File: src/rtl/decoder_scan_pkg.sv
// Shared types and widths for the decoder scan controller.
package decoder_scan_pkg;

  localparam int ADDR_W = 4;
  localparam int CNT_W  = 5;

  typedef enum logic [1:0] {
    IDLE  = 2'd0,
    DRIVE = 2'd1,
    BLANK = 2'd2,
    DONE  = 2'd3
  } scan_state_t;

  // Modulo-16 step; wrap falls out of the 4-bit arithmetic.
  function automatic logic [ADDR_W-1:0] step_addr(input logic [ADDR_W-1:0] addr,
                                                  input logic              down);
    return down ? addr - ADDR_W'(1) : addr + ADDR_W'(1);
  endfunction

endpackage

File: src/rtl/decoder_scan_ctrl_if.sv
// Command and decoder-side signals of the scan controller, plus a state debug tap.
interface decoder_scan_ctrl_if;
  import decoder_scan_pkg::*;

  // Handshake: start is a single-cycle request with no ready; it is taken only
  // while the controller is in IDLE (busy=0 and done=0), otherwise dropped.
  logic              start;
  logic              stop;
  logic              dir;
  logic [ADDR_W-1:0] start_addr;
  logic [CNT_W-1:0]  count;
  logic              a;
  logic              b;
  logic              c;
  logic              d;
  logic              en;
  logic              busy;
  logic              done;
  scan_state_t       state_dbg;

  modport master (
    output start, stop, dir, start_addr, count,
    input  a, b, c, d, en, busy, done, state_dbg
  );

  modport slave (
    input  start, stop, dir, start_addr, count,
    output a, b, c, d, en, busy, done, state_dbg
  );

endinterface

File: src/rtl/scan_dwell_timer.sv
// Dwell down-counter: reloads DWELL-1 on load, counts down, flags expire at zero.
module scan_dwell_timer #(
    parameter int DWELL = 4
) (
    input  logic clk,
    input  logic rst_n,
    input  logic load,
    output logic expire
);

    localparam logic [7:0] RELOAD = 8'(DWELL - 1);

    logic [7:0] cnt;

    always_ff @(posedge clk or negedge rst_n) begin
        if (!rst_n) begin
            cnt <= '0;
        end else if (load) begin
            cnt <= RELOAD;
        end else if (cnt != 8'd0) begin
            cnt <= cnt - 8'd1;
        end
    end

    assign expire = (cnt == 8'd0);

endmodule

File: src/rtl/decoder_scan_ctrl.sv
// Address scanner feeding decoder4x16; define DECODER_SCAN_BLANK_EN to insert an
// en=0 BLANK cycle between consecutive addresses.
module decoder_scan_ctrl
    import decoder_scan_pkg::*;
#(
    parameter int DWELL = 4
) (
    input logic          clk,
    input logic          rst_n,
    decoder_scan_ctrl_if.slave bus
);

    scan_state_t       state;
    logic [ADDR_W-1:0] addr_q;
    logic              dir_q;
    logic [CNT_W-1:0]  rem_q;
    logic              en_q;
    logic              busy_q;
    logic              done_q;
    logic              expire;
    logic              load;

    // Reloading everywhere except mid-dwell keeps every DRIVE entry at a full DWELL.
    assign load = (state != DRIVE) || expire;

    scan_dwell_timer #(.DWELL(DWELL)) u_timer (
        .clk    (clk),
        .rst_n  (rst_n),
        .load   (load),
        .expire (expire)
    );

    always_ff @(posedge clk or negedge rst_n) begin
        if (!rst_n) begin
            state  <= IDLE;
            addr_q <= '0;
            dir_q  <= 1'b0;
            rem_q  <= '0;
            en_q   <= 1'b0;
            busy_q <= 1'b0;
            done_q <= 1'b0;
        end else begin
            case (state)
                IDLE: begin
                    done_q <= 1'b0;
                    if (bus.start) begin
                        dir_q  <= bus.dir;
                        rem_q  <= (bus.count == '0) ? CNT_W'(16) : bus.count;
                        addr_q <= bus.start_addr;
                        en_q   <= 1'b1;
                        busy_q <= 1'b1;
                        state  <= DRIVE;
                    end
                end
                DRIVE: begin
                    if (bus.stop) begin
                        addr_q <= '0;
                        en_q   <= 1'b0;
                        busy_q <= 1'b0;
                        state  <= IDLE;
                    end else if (expire) begin
                        rem_q <= rem_q - CNT_W'(1);
                        if (rem_q == CNT_W'(1)) begin
                            addr_q <= '0;
                            en_q   <= 1'b0;
                            busy_q <= 1'b0;
                            done_q <= 1'b1;
                            state  <= DONE;
                        end else begin
                            addr_q <= step_addr(addr_q, dir_q);
`ifdef DECODER_SCAN_BLANK_EN
                            en_q   <= 1'b0;
                            state  <= BLANK;
`endif
                        end
                    end
                end
                BLANK: begin
                    if (bus.stop) begin
                        addr_q <= '0;
                        busy_q <= 1'b0;
                        state  <= IDLE;
                    end else begin
                        en_q  <= 1'b1;
                        state <= DRIVE;
                    end
                end
                DONE: begin
                    done_q <= 1'b0;
                    state  <= IDLE;
                end
                default: state <= IDLE;
            endcase
        end
    end

    assign bus.a         = addr_q[3];
    assign bus.b         = addr_q[2];
    assign bus.c         = addr_q[1];
    assign bus.d         = addr_q[0];
    assign bus.en        = en_q;
    assign bus.busy      = busy_q;
    assign bus.done      = done_q;
    assign bus.state_dbg = state;

endmodule

File: src/flat_wrapper.sv
// flat-port wrapper written by rule: the top's interface ports become plain ports
module decoder_scan_ctrl_flat import decoder_scan_pkg::*;
#(
    parameter int DWELL = 4
)
  (clk, rst_n, bus_start, bus_stop, bus_dir, bus_start_addr, bus_count, bus_a, bus_b, bus_c, bus_d, bus_en, bus_busy, bus_done, bus_state_dbg);
  decoder_scan_ctrl_if bus_i ();
  input logic clk;
  input logic rst_n;
  input wire logic [$bits(bus_i.start)-1:0] bus_start;
  input wire logic [$bits(bus_i.stop)-1:0] bus_stop;
  input wire logic [$bits(bus_i.dir)-1:0] bus_dir;
  input wire logic [$bits(bus_i.start_addr)-1:0] bus_start_addr;
  input wire logic [$bits(bus_i.count)-1:0] bus_count;
  output wire logic [$bits(bus_i.a)-1:0] bus_a;
  output wire logic [$bits(bus_i.b)-1:0] bus_b;
  output wire logic [$bits(bus_i.c)-1:0] bus_c;
  output wire logic [$bits(bus_i.d)-1:0] bus_d;
  output wire logic [$bits(bus_i.en)-1:0] bus_en;
  output wire logic [$bits(bus_i.busy)-1:0] bus_busy;
  output wire logic [$bits(bus_i.done)-1:0] bus_done;
  output wire logic [$bits(bus_i.state_dbg)-1:0] bus_state_dbg;
  assign bus_i.start = bus_start;
  assign bus_i.stop = bus_stop;
  assign bus_i.dir = bus_dir;
  assign bus_i.start_addr = bus_start_addr;
  assign bus_i.count = bus_count;
  assign bus_a = bus_i.a;
  assign bus_b = bus_i.b;
  assign bus_c = bus_i.c;
  assign bus_d = bus_i.d;
  assign bus_en = bus_i.en;
  assign bus_busy = bus_i.busy;
  assign bus_done = bus_i.done;
  assign bus_state_dbg = bus_i.state_dbg;
  decoder_scan_ctrl #(.DWELL(DWELL)) u_core (.clk(clk), .rst_n(rst_n), .bus(bus_i));
endmodule
File: config.mk
export PLATFORM = sky130hd
export DESIGN_NAME = decoder_scan_ctrl_flat
export DESIGN_NICKNAME = d
export VERILOG_FILES = /design/src/rtl/decoder_scan_pkg.sv /design/src/rtl/decoder_scan_ctrl_if.sv /design/src/rtl/scan_dwell_timer.sv /design/src/rtl/decoder_scan_ctrl.sv /design/src/flat_wrapper.sv
export SDC_FILE = /design/constraint.sdc
export NUM_CORES = 1
export LEC_CHECK = 0
export ABC_CLOCK_PERIOD_IN_PS = 2650
export BUFFER_PORTS_ARGS = -buffer_cell sky130_fd_sc_hd__buf_2
export CORE_MARGIN = 1
export CORE_UTILIZATION = 25
export CTS_BUF_LIST = sky130_fd_sc_hd__clkbuf_4
export CTS_CLUSTER_SIZE = 40
export DETAILED_ROUTE_END_ITERATION = 10
export GPL_TIMING_DRIVEN = 0
export PLACE_DENSITY_LB_ADDON = 0.2
export SETUP_SLACK_MARGIN = 0.3
export SLEW_MARGIN = 20
export SYNTH_ARGS = -nofsm -noshare
export SYNTH_HDL_FRONTEND = slang
export SYNTH_SLANG_ARGS = --single-unit
File: constraint.sdc
create_clock -name clk -period 2.65 [get_ports clk]
set_input_delay 0.1325 -clock clk [delete_from_list [all_inputs] [get_ports clk]]
set_output_delay 0.1325 -clock clk [all_outputs]
set_load 0.01 [all_outputs]
==> Word level (Yosys, flattened, before mapping) <==
Index checks and enable logic that the tools add are counted.
{ "classes": {"add_sub_neg": 4, "eq_ne": 13, "muxes": 32, "reduce_logical": 17} }
{ "op_table": {"columns": ["operator", "count"], "rows": [
  ["$mux 4", 6],
  ["$mux 5", 4],
  ["$mux 8", 2],
  ["$pmux 4 s3", 1],
  ["$reduce_and 4->1", 3],
  ["$mux 1", 10],
  ["$pmux 5 s2", 1],
  ["$reduce_and 5->1", 2],
  ["$logic_not 8->1", 1],
  ["$mux 2", 4],
  ["$ne 2x2->1 const B", 4],
  ["$pmux 2 s4", 1],
  ["$reduce_bool 8->1", 1],
  ["$sub 8x1->8 const B", 1],
  ["$ne 2x1->1 const B", 3],
  ["$ne 3x2->1 const B", 2],
  ["$pmux 1 s3", 2],
  ["$reduce_bool 2->1", 3],
  ["$eq 5x1->1 const B", 1],
  ["$logic_not 5->1", 1],
  ["$sub 5x1->5 const B", 1],
  ["$add 4x1->4 const B", 1],
  ["$eq 2x2->1 const B", 2],
  ["$sub 4x1->4 const B", 1],
  ["other kinds (8)", 8]
]} }
{ "totals": {"ff_bits": 23, "input_bits": 14, "output_inout_bits": 9} }

==> Depth between registers and ports, before layout <==
Gate-level depths: netlist of run 1.
{ "depth": {"depth_word": 6, "mapped_depth": 8} }

==> Modules after synthesis <==
Synthesis of run 1 repeated with hierarchy kept, for this count alone.
{ "hier_totals": {"cells_unflattened": 150, "hier_area_um2": 1425.1} }
{ "modules_own_cells": {"columns": ["module", "n_inst", "cells_per_inst", "area_each_um2"], "rows": [
  ["decoder_scan_ctrl", 1, 107, 994.7],
  ["scan_dwell_timer", 1, 43, 430.4]
]} }

==> Worst setup path after synthesis of run 1 <==
No wires, ideal clock.
{ "synth_path": {"path_type": "register -> register", "startpoint": "register u_core.state[0] (netlist: u_core.bus.state_dbg[0])", "endpoint": "register u_core.addr_q[3]", "setup_ns": 0.139, "arrival_ns": 1.965, "t_required_ns": 2.511, "path_slack_ns": 0.546, "path_stages_with_launch": 8, "n_path_buf": 0, "path_cell_list": "dfrtp_1 inv_1 ha_1 nor4b_1 a211oi_4 nor2_4 nor2b_1 or4_1"} }
{ "synth_between": {"elab_chain_cells": 3, "elab_cells_between_ends": 9} }
{ "synth_rtl": {"columns": ["element", "line_no", "rtl"], "rows": [
  ["from (decl)", "decoder_scan_ctrl.sv:13", "scan_state_t state;"],
  ["from (signal assigned)", "decoder_scan_ctrl.sv:35", "state <= IDLE;"],
  ["from (signal assigned)", "decoder_scan_ctrl.sv:52", "state <= DRIVE;"],
  ["from (signal assigned)", "decoder_scan_ctrl.sv:60", "state <= IDLE;"],
  ["$eq 2x1->1, or another cell as far along", "decoder_scan_ctrl.sv:43", "case (state)"],
  ["$ne 3x2->1 (no line), or another cell as far along", null, null],
  ["$reduce_and 4->1 (no line)", null, null],
  ["to (signal assigned)", "decoder_scan_ctrl.sv:49", "addr_q <= bus.start_addr;"],
  ["to (signal assigned)", "decoder_scan_ctrl.sv:70", "addr_q <= step_addr(addr_q, dir_q);"],
  ["to (decl)", "decoder_scan_ctrl.sv:14", "logic [ADDR_W-1:0] addr_q;"]
]} }
Parallel ways exist; a longest one is shown, timed or not.
A chain may end at the register's enable or synchronous reset.

==> Worst setup path in the final report of run 1 <==
Same ends and word-level chain as after synthesis.

==> run summary, run 1 <==
The number of instances in the synthesized netlist is 150. Across the VDD grid, the largest voltage drop is 0.430 mV. The average wire per standard cell is 11.5 um. The library cells used most frequently in the layout, excluding fill and tap cells, are 23 x sky130_fd_sc_hd__buf_2, 23 x sky130_fd_sc_hd__dfrtp_1, 17 x sky130_fd_sc_hd__nor2_1.

The power density of the placed cells is between 1000 and 1500 mW/mm^2. The share of cells above drive strength 1 is about a fifth. The initial standard-cell utilization of the core is 25.9%. The count of final hold-check violations is 0. The wire-length estimate of the detail-placed layout is ~2200 um. The worst endpoint data arrival time came out at 2.38 ns. The final routed DRC violation total came out at 0. TritonCTS built the clock tree. Setup violations remaining at the end of the flow were counted as 0. The area of the die is ~0.006 sq mm.

The worst setup path is launched from a register. The run finished with clean final reports. Sequential elements use 40.3% of the synthesized area. The global-route total usage across every layer came out at 10.9%.

The required time of the critical path is ~2.9 ns. The kind of capture point of the worst setup path is a register. The share of async-settable or async-resettable flops after synthesis came out at 100%. The starting DRC count in detailed routing came out at 34.

The final period demand of the worst path is 2.18 ns. The count of TritonRoute iterations in the first routing pass is 4. Measured against its own limit, the worst slew margin works out to ~63%. The worst setup slack after layout is 0.471 ns. The total length of routed wires came out at 2870 um. Buffers inserted during clock tree synthesis total 3. The portion of the clock cycle consumed by the worst path in the final layout is 82.2%. The final worst hold slack came out at slightly below 0.04 ns. The count of placed standard cells including taps is around 240.

The y dimension of the die is 77.6 um. The prevailing post-synth register cell is sky130_fd_sc_hd__dfrtp_1. The remaining antenna violation count came out at 0. The buffer depth of the longest clock path is 2. The first global-routing pass estimated 5300 um of wire.

Global routing finished with a remaining overflow of 0. Max-cap violations in this run came to 0. The count of placed standard cells in the final layout, fillers left out is 249. The largest fanout on the critical path came out at 8. The final non-filler cell area came out at 0.00167 sq mm. The total cell area at the placement stage is roughly 0.0016 sq mm.

The number of buffer cells added on primary ports is 22. For the worst-skew pair, the clock arrives at the later sink with an insertion delay of about 0.31 ns. The synthesized area divided by synthesized cell count came out at 9.52 sq um. The core area is around 0.0055 sq mm. Setup repair after global routing left no endpoint under its margin. The standby leakage power came out at 0.757 nW. The filler cells instantiated in the layout total 586. The tree is rooted in a sky130_fd_sc_hd__clkbuf_4. In this run the horizontal extent of the chip is 77.6 um. The CTS clock-pin slew for the worst setup and hold paths came out at approximately 0.13 ns. The synthesis-to-layout area growth came out at 17.1%. The number of vias after detailed routing is 1121. The warning count from the yosys run came out at 0.

The transition time of the tightest slew-check pin is 0.550 ns. For this design the top-level I/O count stands at 23. The total power came out at around 1.8 mW. The final count of pins violating max slew is 0. CTS built an H-tree with a depth of 1. The highest attainable clock frequency came out at 0.459 GHz.

After routing, the total negative slack on setup checks comes to 0 ns. The pre-CTS setup slack is 0.454 ns. The tightest min-delay check is of the primary input to register type. The unique cell type count in the Yosys netlist is 42. The routed via count divided by cell count is between 4 and 5. The cell area that synthesis handed to floorplanning was 0.00143 sq mm.

The via count of the first global-routing pass is 1122. The start-to-end type of the worst setup path is register to register. Across the routed clock network, the largest skew measured is 0.00220 ns.

The net count after synthesis is 175. The synthesized design devotes to its leading area cell type 40.3% of total area. The number of register bits inferred by synthesis is 23.

The number of enable-type register cells in the synthesized netlist came out at 0. The congestion estimate from routability-driven global placement came to 0.694. By area the synthesized netlist is led by sky130_fd_sc_hd__dfrtp_1 40%, sky130_fd_sc_hd__ha_1 8.8%, sky130_fd_sc_hd__nor2_1 4.5%, sky130_fd_sc_hd__a21oi_1 4.2%, sky130_fd_sc_hd__nand2_1 3.2%. The post-CTS setup buffer count came out at 0. The final net count came out at 203. sky130_fd_sc_hd__dfrtp_1 takes more of the synthesized area than any other cell. The antenna diode count is 0. Cells fill 30.4% of the core in the end. The number of antenna violations at the first check in global routing came out at 0. The number of placement rows came out at 27. For this design, the sink count on the clock tree is 23. The largest net degree at the start of global routing is 24.
synth_stat cells (2+ instances only):
library cell / count
sky130_fd_sc_hd__dfrtp_1: 23
sky130_fd_sc_hd__nand3_1: 4
sky130_fd_sc_hd__nor2_1: 17
sky130_fd_sc_hd__nor4b_1: 2
sky130_fd_sc_hd__o211ai_1: 2
sky130_fd_sc_hd__ha_1: 10
sky130_fd_sc_hd__nand2_1: 12
sky130_fd_sc_hd__o31ai_1: 2
sky130_fd_sc_hd__nand2b_1: 5
sky130_fd_sc_hd__nor2b_1: 5
sky130_fd_sc_hd__a21oi_1: 12
sky130_fd_sc_hd__nor3_1: 3
sky130_fd_sc_hd__nand4_1: 3
sky130_fd_sc_hd__xor2_1: 4
sky130_fd_sc_hd__inv_1: 7
sky130_fd_sc_hd__a21o_1: 2
sky130_fd_sc_hd__o21ai_0: 4
sky130_fd_sc_hd__a31oi_1: 2
sky130_fd_sc_hd__xnor2_1: 4
sky130_fd_sc_hd__nand3b_1: 3
sky130_fd_sc_hd__clkbuf_1: 3
flip-flops by register name (all words and copies together) (netlist names):
signal / flops
u_core.bus.state_dbg: 2
u_core.u_timer.cnt: 8
u_core.bus.en: 1
u_core.rem_q: 5
u_core.addr_q: 4
u_core.bus.busy: 1
u_core.dir_q: 1
u_core.bus.done: 1
kinds of logic (layout without fill, tap and decap cells):
group | count (synthesis) | count (layout) | synth area share (%)
adders and majority gates | 11 | 11 | 10.2
DFF | 23 | 23 | 40.3
buffers and inverters | 11 | 38 | 2.98
AOI/OAI and AO/OA | 31 | 31 | 14.5
and+or+nand+nor | 64 | 64 | 25.7
muxes | 2 | 2 | 1.49
xor gates and xnor gates | 8 | 8 | 4.91
power by group:
| part | switching, mW | total, mW | internal (mW) |
|---|---|---|---|
| combinational | 0.522 | 0.943 | 0.421 |
| clock | 0.110 | 0.167 | 0.0564 |
| sequential | 0.153 | 0.643 | 0.490 |
| total | 0.785 | 1.75 | 0.968 |
layer usage:
metal,part of all wire (%),GRT usage (%),up-vias
li1,-,-,583
met1,51,14.2,508
met2,44,18.6,28
met3,4.3,2.71,2
met4,0.59,1.70,0
met5,0,0,-
worst max-delay path, cell delays in order (launching register included):
cell and delay, ns:
sky130_fd_sc_hd__dfrtp_1 0.43, sky130_fd_sc_hd__inv_1 0.08, sky130_fd_sc_hd__ha_1 0.26, sky130_fd_sc_hd__and2b_1 0.21
sky130_fd_sc_hd__or2_2 0.28, sky130_fd_sc_hd__buf_2 0.17, sky130_fd_sc_hd__nor2_4 0.18, sky130_fd_sc_hd__nor2b_1 0.07
sky130_fd_sc_hd__or4_1 0.38
worst paths after layout:
| path | from | endpoint | slack [ns] | cells after the start |
|---|---|---|---|---|
| setup / recovery | u_core.bus.state_dbg[0] | u_core.addr_q[3] | 0.47 | 8 |
| hold / removal | bus_dir | u_core.dir_q | 0.04 | 2 |
| setup reg to reg | u_core.bus.state_dbg[0] | u_core.addr_q[3] | 0.47 | 8 |
| hold reg to reg | u_core.u_timer.cnt[0] | u_core.u_timer.cnt[0] | 0.50 | 1 |
| max in group asynchronous | rst_n | u_core.addr_q[2] | 1.97 | 2 |
| min in group asynchronous | rst_n | u_core.u_timer.cnt[5] | 0.32 | 2 |
timing repair:
| action | CTS | global route |
|---|---|---|
| hold buffers | 1 | 0 |
| hold endpoints to repair | 23 | 0 |
| setup endpoints to repair | 0 | 1 |
| resized for setup | 0 | 1 |
cell type report:
type	count	area (sq um)	area share (%)
Clock buffer	3	22.5	1.35
Tap cell	72	90.1	5.39
Timing Repair Buffer	23	120	7.19
Multi-Input combinational cell	116	816	48.8
Buffer	4	16.3	0.973
Inverter	7	26.3	1.57
Clock inverter	1	5.00	0.299
Sequential cell	23	576	34.4
(Power assumes the default switching activity.)
==> run 2: changes to the inputs <==
--- a/config.mk
+++ b/config.mk
@@ -5,7 +5,7 @@
 export SDC_FILE = /design/constraint.sdc
 export NUM_CORES = 1
 export LEC_CHECK = 0
-export ABC_CLOCK_PERIOD_IN_PS = 2650
+export ABC_CLOCK_PERIOD_IN_PS = 2200
 export BUFFER_PORTS_ARGS = -buffer_cell sky130_fd_sc_hd__buf_2
 export CORE_MARGIN = 1
 export CORE_UTILIZATION = 25
==> constraint.sdc (replaced) <==
create_clock -name clk -period 2.2 [get_ports clk]
set_input_delay 0.11 -clock clk [delete_from_list [all_inputs] [get_ports clk]]
set_output_delay 0.11 -clock clk [all_outputs]
set_load 0.01 [all_outputs]
==> run summary, run 2 (synthesis results as in run 1) <==
The number of buffer and inverter instances along the worst setup path came out at 1. Entering global routing, the biggest net connects 24 pins. The final count of pins violating max slew is 0. The flow ran to the end, and the final reports show no timing, DRC or antenna violations. The top cell types in the final layout, fill and taps aside, are 22 x sky130_fd_sc_hd__buf_2, 20 x sky130_fd_sc_hd__dfrtp_1, 19 x sky130_fd_sc_hd__buf_4. The count of TritonRoute iterations in the first routing pass is 4. The portion of the clock cycle consumed by the worst path in the final layout is 88.5%. From synthesis to final layout, the design area changed by 39.6%. The remaining antenna violation count came out at 0.

The clock passes through at most 2 buffers. The worst pin sits at a relative slew slack of 64.5%. Cells with a size suffix above 1 make up 39.7% of the layout.

The required time of the critical path came out at between 2 and 2.5 ns. The core area came out at 0.00551 sq mm. The buffer cell driving the clock tree root is sky130_fd_sc_hd__clkbuf_4.

The worst setup path is of the register to register kind. The area of the die is 0.00602 sq mm. For this run, the slowest stage of the critical path takes 0.49 ns.

TritonCTS built the clock tree. For this design the static power due to leakage is about 0.89 nW. The transition time of the tightest slew-check pin is 0.532 ns. After clock tree synthesis, the clock-pin slew on the worst setup and hold paths is 0.14 ns. The largest fanout on the critical path came out at 4.

The max capacitance violation total came out at 0. The count of final hold-check violations came to 0. The wire length of the first global-routing pass is 5530 um. The number of placement rows came out at 27.

The number of clock sinks is 23. The initial utilization of the core area, before any placement, comes to between 20% and 30%. The total congestion overflow after global routing came out at 0. The count of placed standard cells including taps came out at 244. The total half-perimeter wirelength after legalization and detailed placement came out at ~2300 um. The maximum level of the CTS H-tree came out at 1. Counting the buffers created by CTS gives 3. Among all stages on the critical path, the largest delay is contributed by sky130_fd_sc_hd__or4_1.

The worst endpoint data arrival time is around 2.1 ns. The highest attainable clock frequency came out at 0.514 GHz. The flip-flop count of the largest register, all copies and words added came out at 8. Dividing total power by cell area gives a power density of ~1300 mW/mm^2. The via count of the first global-routing pass came to 1200.

Setup repair after global routing could not meet its margin everywhere. The worst setup path is captured at a register. The starting DRC count in detailed routing is 23. The largest registers in the layout are u_core.u_timer.cnt x8, u_core.rem_q x5, u_core.addr_q x4. The worst setup slack after layout came out at 0.253 ns.

The setup clock skew after layout is 0.0150 ns. The y dimension of the die is 77.6 um. The final period demand of the worst path is 1.95 ns. The count of placed standard cells in the final layout, fillers left out came out at approximately 270.

The insertion delay to the later sink of the worst-skew pair is 0.31 ns. In this run the cell area measured after placement is between 0.0015 and 0.002 sq mm. The final net count is between 200 and 250. The number of antenna violations at the first check in global routing is 0.

The number of vias after detailed routing is 1228. The pre-CTS setup slack came out at around 0.17 ns. The final non-filler cell area came out at 0.00199 sq mm. Input and output buffers added on the ports amount to 22.

The most common cell after layout, fill and taps aside is sky130_fd_sc_hd__buf_2. u_core.u_timer.cnt holds more flip-flops than any other register. The largest vdd supply drop is 0.492 mV. The total of endpoints with negative setup slack in the final report came out at 0. Grouping stages by cell kind, the critical path spends the most delay in simple AND/OR/NAND/NOR gates. In the final routed layout, each cell accounts on average for 12.1 um. The path class of the tightest hold or removal check is primary input to register. The total length of routed wires is 3290 um. The filler cell count is 578. At the end of routability-driven placement, the weighted congestion stood at 0.693.

The number of top-level pins is 23. Summed over all failing endpoints, the final setup total negative slack is 0 ns. Walking the worst path, the cells encountered are buf_6, ha_4, nor2b_2, nor2b_4, nand2_2, and4bb_1, or4_1.

The antenna diode count is 0. The final routed DRC violation total came out at 0. Measured along the x axis, the die boundary spans between 70 and 80 um. The final worst hold slack is 0.0295 ns. The worst setup path is launched from a register. The global-route total usage across every layer came out at between 10% and 20%. The routed via count divided by cell count is 4.53.
## run 2: power breakdown
part / internal (mW) / switching (mW) / total, mW
Sequential: 0.594 / 0.201 / 0.795
Clock: 0.0679 / 0.128 / 0.196
Combinational: 0.791 / 0.774 / 1.57
Total: 1.45 / 1.10 / 2.56
## run 2: cell type report
class | instances | area (sq um) | area share [%]
sequential | 23 | 579 | 29.1
clock inverter | 1 | 5.00 | 0.251
clock buffer | 3 | 22.5 | 1.13
multi-input combinational | 116 | 940 | 47.1
inverter | 7 | 31.3 | 1.57
buffer | 4 | 26.3 | 1.32
timing repair buffer | 45 | 299 | 15.0
tap | 72 | 90.1 | 4.52
## run 2: timing repair
item | 4_1_cts | 5_1_grt
setup buffers | 15 | 7
hold buffers | 1 | 0
endpoints found under the hold margin | 23 | 0
cloned | 0 | 0
gates resized for setup | 8 | 11
pin swaps | 9 | 10
endpoints found under the setup margin | 9 | 10
## run 2: worst paths after layout
path,end,from,slack [ns],cells after the start
setup / recovery,u_core.addr_q[3],u_core.bus.state_dbg[0],0.25,7
hold / removal,u_core.dir_q,bus_dir,0.03,2
setup reg to reg,u_core.addr_q[3],u_core.bus.state_dbg[0],0.25,7
hold reg to reg,u_core.bus.busy,u_core.bus.busy,0.53,2
max in group asynchronous,u_core.dir_q,rst_n,1.51,2
min in group asynchronous,u_core.rem_q[0],rst_n,0.29,2
## run 2: metal layers
layer  GRT usage (%)  up-vias  wire, um
met5               0        -         0
met4            2.26        0        18
met3            2.94        2       106
met2            19.1       20      1520
met1            15.3      584      1640
li1                -      622         -
## run 2: per-stage QoR
step                      utilization, %  total power, mW
after detailed placement            30.9             2.04
after CTS                           34.4             2.41
final                               36.2             2.56
after global routing                36.2             2.81
after global placement              30.9             2.03
after floorplan                        -             1.71
==> run 3: changes to the inputs <==
--- a/config.mk
+++ b/config.mk
@@ -7,6 +7,8 @@
 export LEC_CHECK = 0
 export ABC_CLOCK_PERIOD_IN_PS = 2200
 export BUFFER_PORTS_ARGS = -buffer_cell sky130_fd_sc_hd__buf_2
+export CELL_PAD_IN_SITES_DETAIL_PLACEMENT = 2
+export CELL_PAD_IN_SITES_GLOBAL_PLACEMENT = 2
 export CORE_MARGIN = 1
 export CORE_UTILIZATION = 25
 export CTS_BUF_LIST = sky130_fd_sc_hd__clkbuf_4
==> run summary, run 3 (synthesis results as in run 1) <==
The power density of the placed cells came out at 1310 mW/mm^2. The final estimated routing congestion in global placement is 0.744. In this run, the number of DRC markers left after iteration 0 of detailed routing was 45. The run finished with clean final reports.

Setup repair after global routing could not meet its margin everywhere. After detailed routing, the number of remaining DRC violations is 0. The count of placed standard cells in the final layout, fillers left out came out at 273. The library cell used most frequently in the layout, excluding fill and tap cells, is sky130_fd_sc_hd__buf_2. Summed over all nets, wire length on met2 after detailed routing comes to approximately 2400 um. The maximum level of the CTS H-tree is 1. The number of vias after detailed routing is 1298. In this run the horizontal extent of the chip is 77.6 um. In this run the remaining antenna-violating nets after routing total 0.

The final worst hold slack came out at 0.00914 ns. The routed via count divided by cell count is ~4.8. The tool flagged a number of max-cap violations equal to 0.

The delay of the slowest cell on the worst path is 0.51 ns. The insertion delay to the later sink of the worst-skew pair is 0.32 ns. The count of placed standard cells including taps is 244. The worst endpoint data arrival time is 2.23 ns. The number of top-level pins is 23. The first global-routing pass estimated 7290 um of wire. Traced cell by cell, the critical path runs through buf_4, ha_4, nor2b_2, nor2b_4, nand2_2, and4bb_1, or4_4. The global-route total usage across every layer is 15.3%. The largest net degree at the start of global routing is 24. The buffer depth of the longest clock path is 2. The count of final hold-check violations came out at 0. The tree is rooted in a sky130_fd_sc_hd__clkbuf_4. On the critical path, the stage with the largest delay is an instance of sky130_fd_sc_hd__or4_4. Once the floorplan was initialized, standard cells occupied 25.9% of the core. The largest fanout on the critical path is 4.

The total congestion overflow after global routing came out at 0. The flip-flop count of the largest register, all copies and words added is 8. The worst hold path belongs to the class primary input to register. The worst pin sits at a relative slew slack of a little under two thirds.

The portion of the clock cycle consumed by the worst path in the final layout came out at between 90% and 100%. The setup clock skew after layout is 0.0114 ns. The kind of capture point of the worst setup path is a register.

The number of buffer cells added on primary ports came out at 22. The area of the die came out at about 0.006 sq mm. The number of buffer and inverter instances along the worst setup path came out at 1. Adding up every negative setup slack in the final design gives 0 ns.

The final non-filler cell area is 0.00199 sq mm. The y dimension of the die is 77.6 um. For this block, the routed nets add up to between 4000 and 5000 um of wire. In this design, the largest share of critical-path delay is due to simple AND/OR/NAND/NOR gates. The total routed wire length on the met1 layer came out at 1840 um. The critical path is of the register to register type. The total of endpoints with negative setup slack in the final report is 0. In the layout the commonest cells are 23 x sky130_fd_sc_hd__buf_2, 22 x sky130_fd_sc_hd__buf_4, 20 x sky130_fd_sc_hd__dfrtp_1. The routed length on met3 came out at 110 um. The largest registers in the layout are u_core.u_timer.cnt x8, u_core.rem_q x5, u_core.addr_q x4. The antenna diode count is 0.

The detailed router used layers up to and including met4. The largest vdd supply drop is 0.467 mV. The number of placement rows came out at 27.

At the pin with the least slew margin, the transition time is 0.549 ns. Data on the critical path is required at its endpoint by 2.41 ns. After detailed routing, the average wire length per cell comes to 16.1 um.

The final net count is approximately 230. The number of clock sinks is 23. After legalization and detailed placement, the total HPWL measured 3000 um. For this design the static power due to leakage is 0.896 nW. The final period demand of the worst path is 2.02 ns. TritonCTS built the clock tree.

STA classifies the critical path startpoint as a register. The via count of the first global-routing pass was 1517. The synthesis-to-layout area growth came out at 39.7%.

The TritonCTS buffer count came out at 3. The CTS clock-pin slew for the worst setup and hold paths is 0.15 ns. The number of antenna violations at the first check in global routing is 0. The final count of pins violating max slew is 0.

The share of cells above drive strength 1 came out at 41.3%. The region available for standard cell placement spans 0.00551 sq mm. The highest attainable clock frequency came out at 0.495 GHz.

After detailed placement, the total cell area comes to 0.00170 sq mm. The register with the most flip-flops in the final layout is u_core.u_timer.cnt. The count of TritonRoute iterations in the first routing pass came out at 4.
-- run 3: cell types whose count changed in the layout (fill, tap and decap cells not counted), moves of 2 or more --
cell	previous run	this run
sky130_fd_sc_hd__ha_4	5	3
sky130_fd_sc_hd__clkbuf_2	4	2
sky130_fd_sc_hd__buf_4	19	22
sky130_fd_sc_hd__ha_2	0	2
-- run 3: final cells by class --
class	instances	area, sq um
tap	72	90.1
clock buffer	3	22.5
timing repair buffer	47	308
fill	609	3510
buffer	4	26.3
multi-input combinational	116	930
clock inverter	1	5.00
inverter	7	33.8
sequential	23	579
-- run 3: repair_timing --
item,in CTS,in global routing
setup buffers,17,7
gates resized for setup,12,12
pin swaps,11,7
hold endpoints to repair,23,0
setup endpoints to repair,15,18
hold buffers,1,0
-- run 3: metal layers --
metal | GRT usage (%) | vias up
met5 | 0 | -
met4 | 2.83 | 0
met3 | 2.00 | 2
met2 | 30.7 | 18
met1 | 17.0 | 653
li1 | - | 625
-- run 3: through the flow --
stage          power (mW)  utilization, %  setup slack (ns)
5_1_grt              2.84            36.2             0.142
2_1_floorplan        1.71               -             0.258
3_5_place_dp         2.11            30.9            0.0782
3_3_place_gp         2.01            30.9             0.152
6_report             2.61            36.2             0.179
4_1_cts              2.54            34.7             0.242
-- run 3: worst reg2reg max path, cell delays in order, from the launching register on --
cell and delay, ns:
sky130_fd_sc_hd__dfrtp_2 0.46, sky130_fd_sc_hd__buf_4 0.15, sky130_fd_sc_hd__ha_4 0.17, sky130_fd_sc_hd__nor2b_2 0.19
sky130_fd_sc_hd__nor2b_4 0.15, sky130_fd_sc_hd__nand2_2 0.10, sky130_fd_sc_hd__and4bb_1 0.18, sky130_fd_sc_hd__or4_4 0.51
-- run 3: where the power goes --
part | total, mW | switching, mW | internal [mW]
Sequential | 0.794 | 0.200 | 0.594
Clock | 0.207 | 0.139 | 0.0680
Combinational | 1.61 | 0.831 | 0.775
-- run 3: worst paths after layout --
| kind | slack (ns) | cells after the start | end | from |
|---|---|---|---|---|
| worst max-delay path | 0.18 | 7 | u_core.addr_q[3] | u_core.bus.state_dbg[0] |
| worst min-delay path | 0.009 | 2 | u_core.dir_q | bus_dir |
| worst max register to register | 0.18 | 7 | u_core.addr_q[3] | u_core.bus.state_dbg[0] |
| worst min register to register | 0.55 | 2 | u_core.bus.busy | u_core.bus.busy |
| max in group asynchronous | 1.52 | 2 | u_core.bus.state_dbg[0] | rst_n |
| min in group asynchronous | 0.29 | 2 | u_core.u_timer.cnt[6] | rst_n |
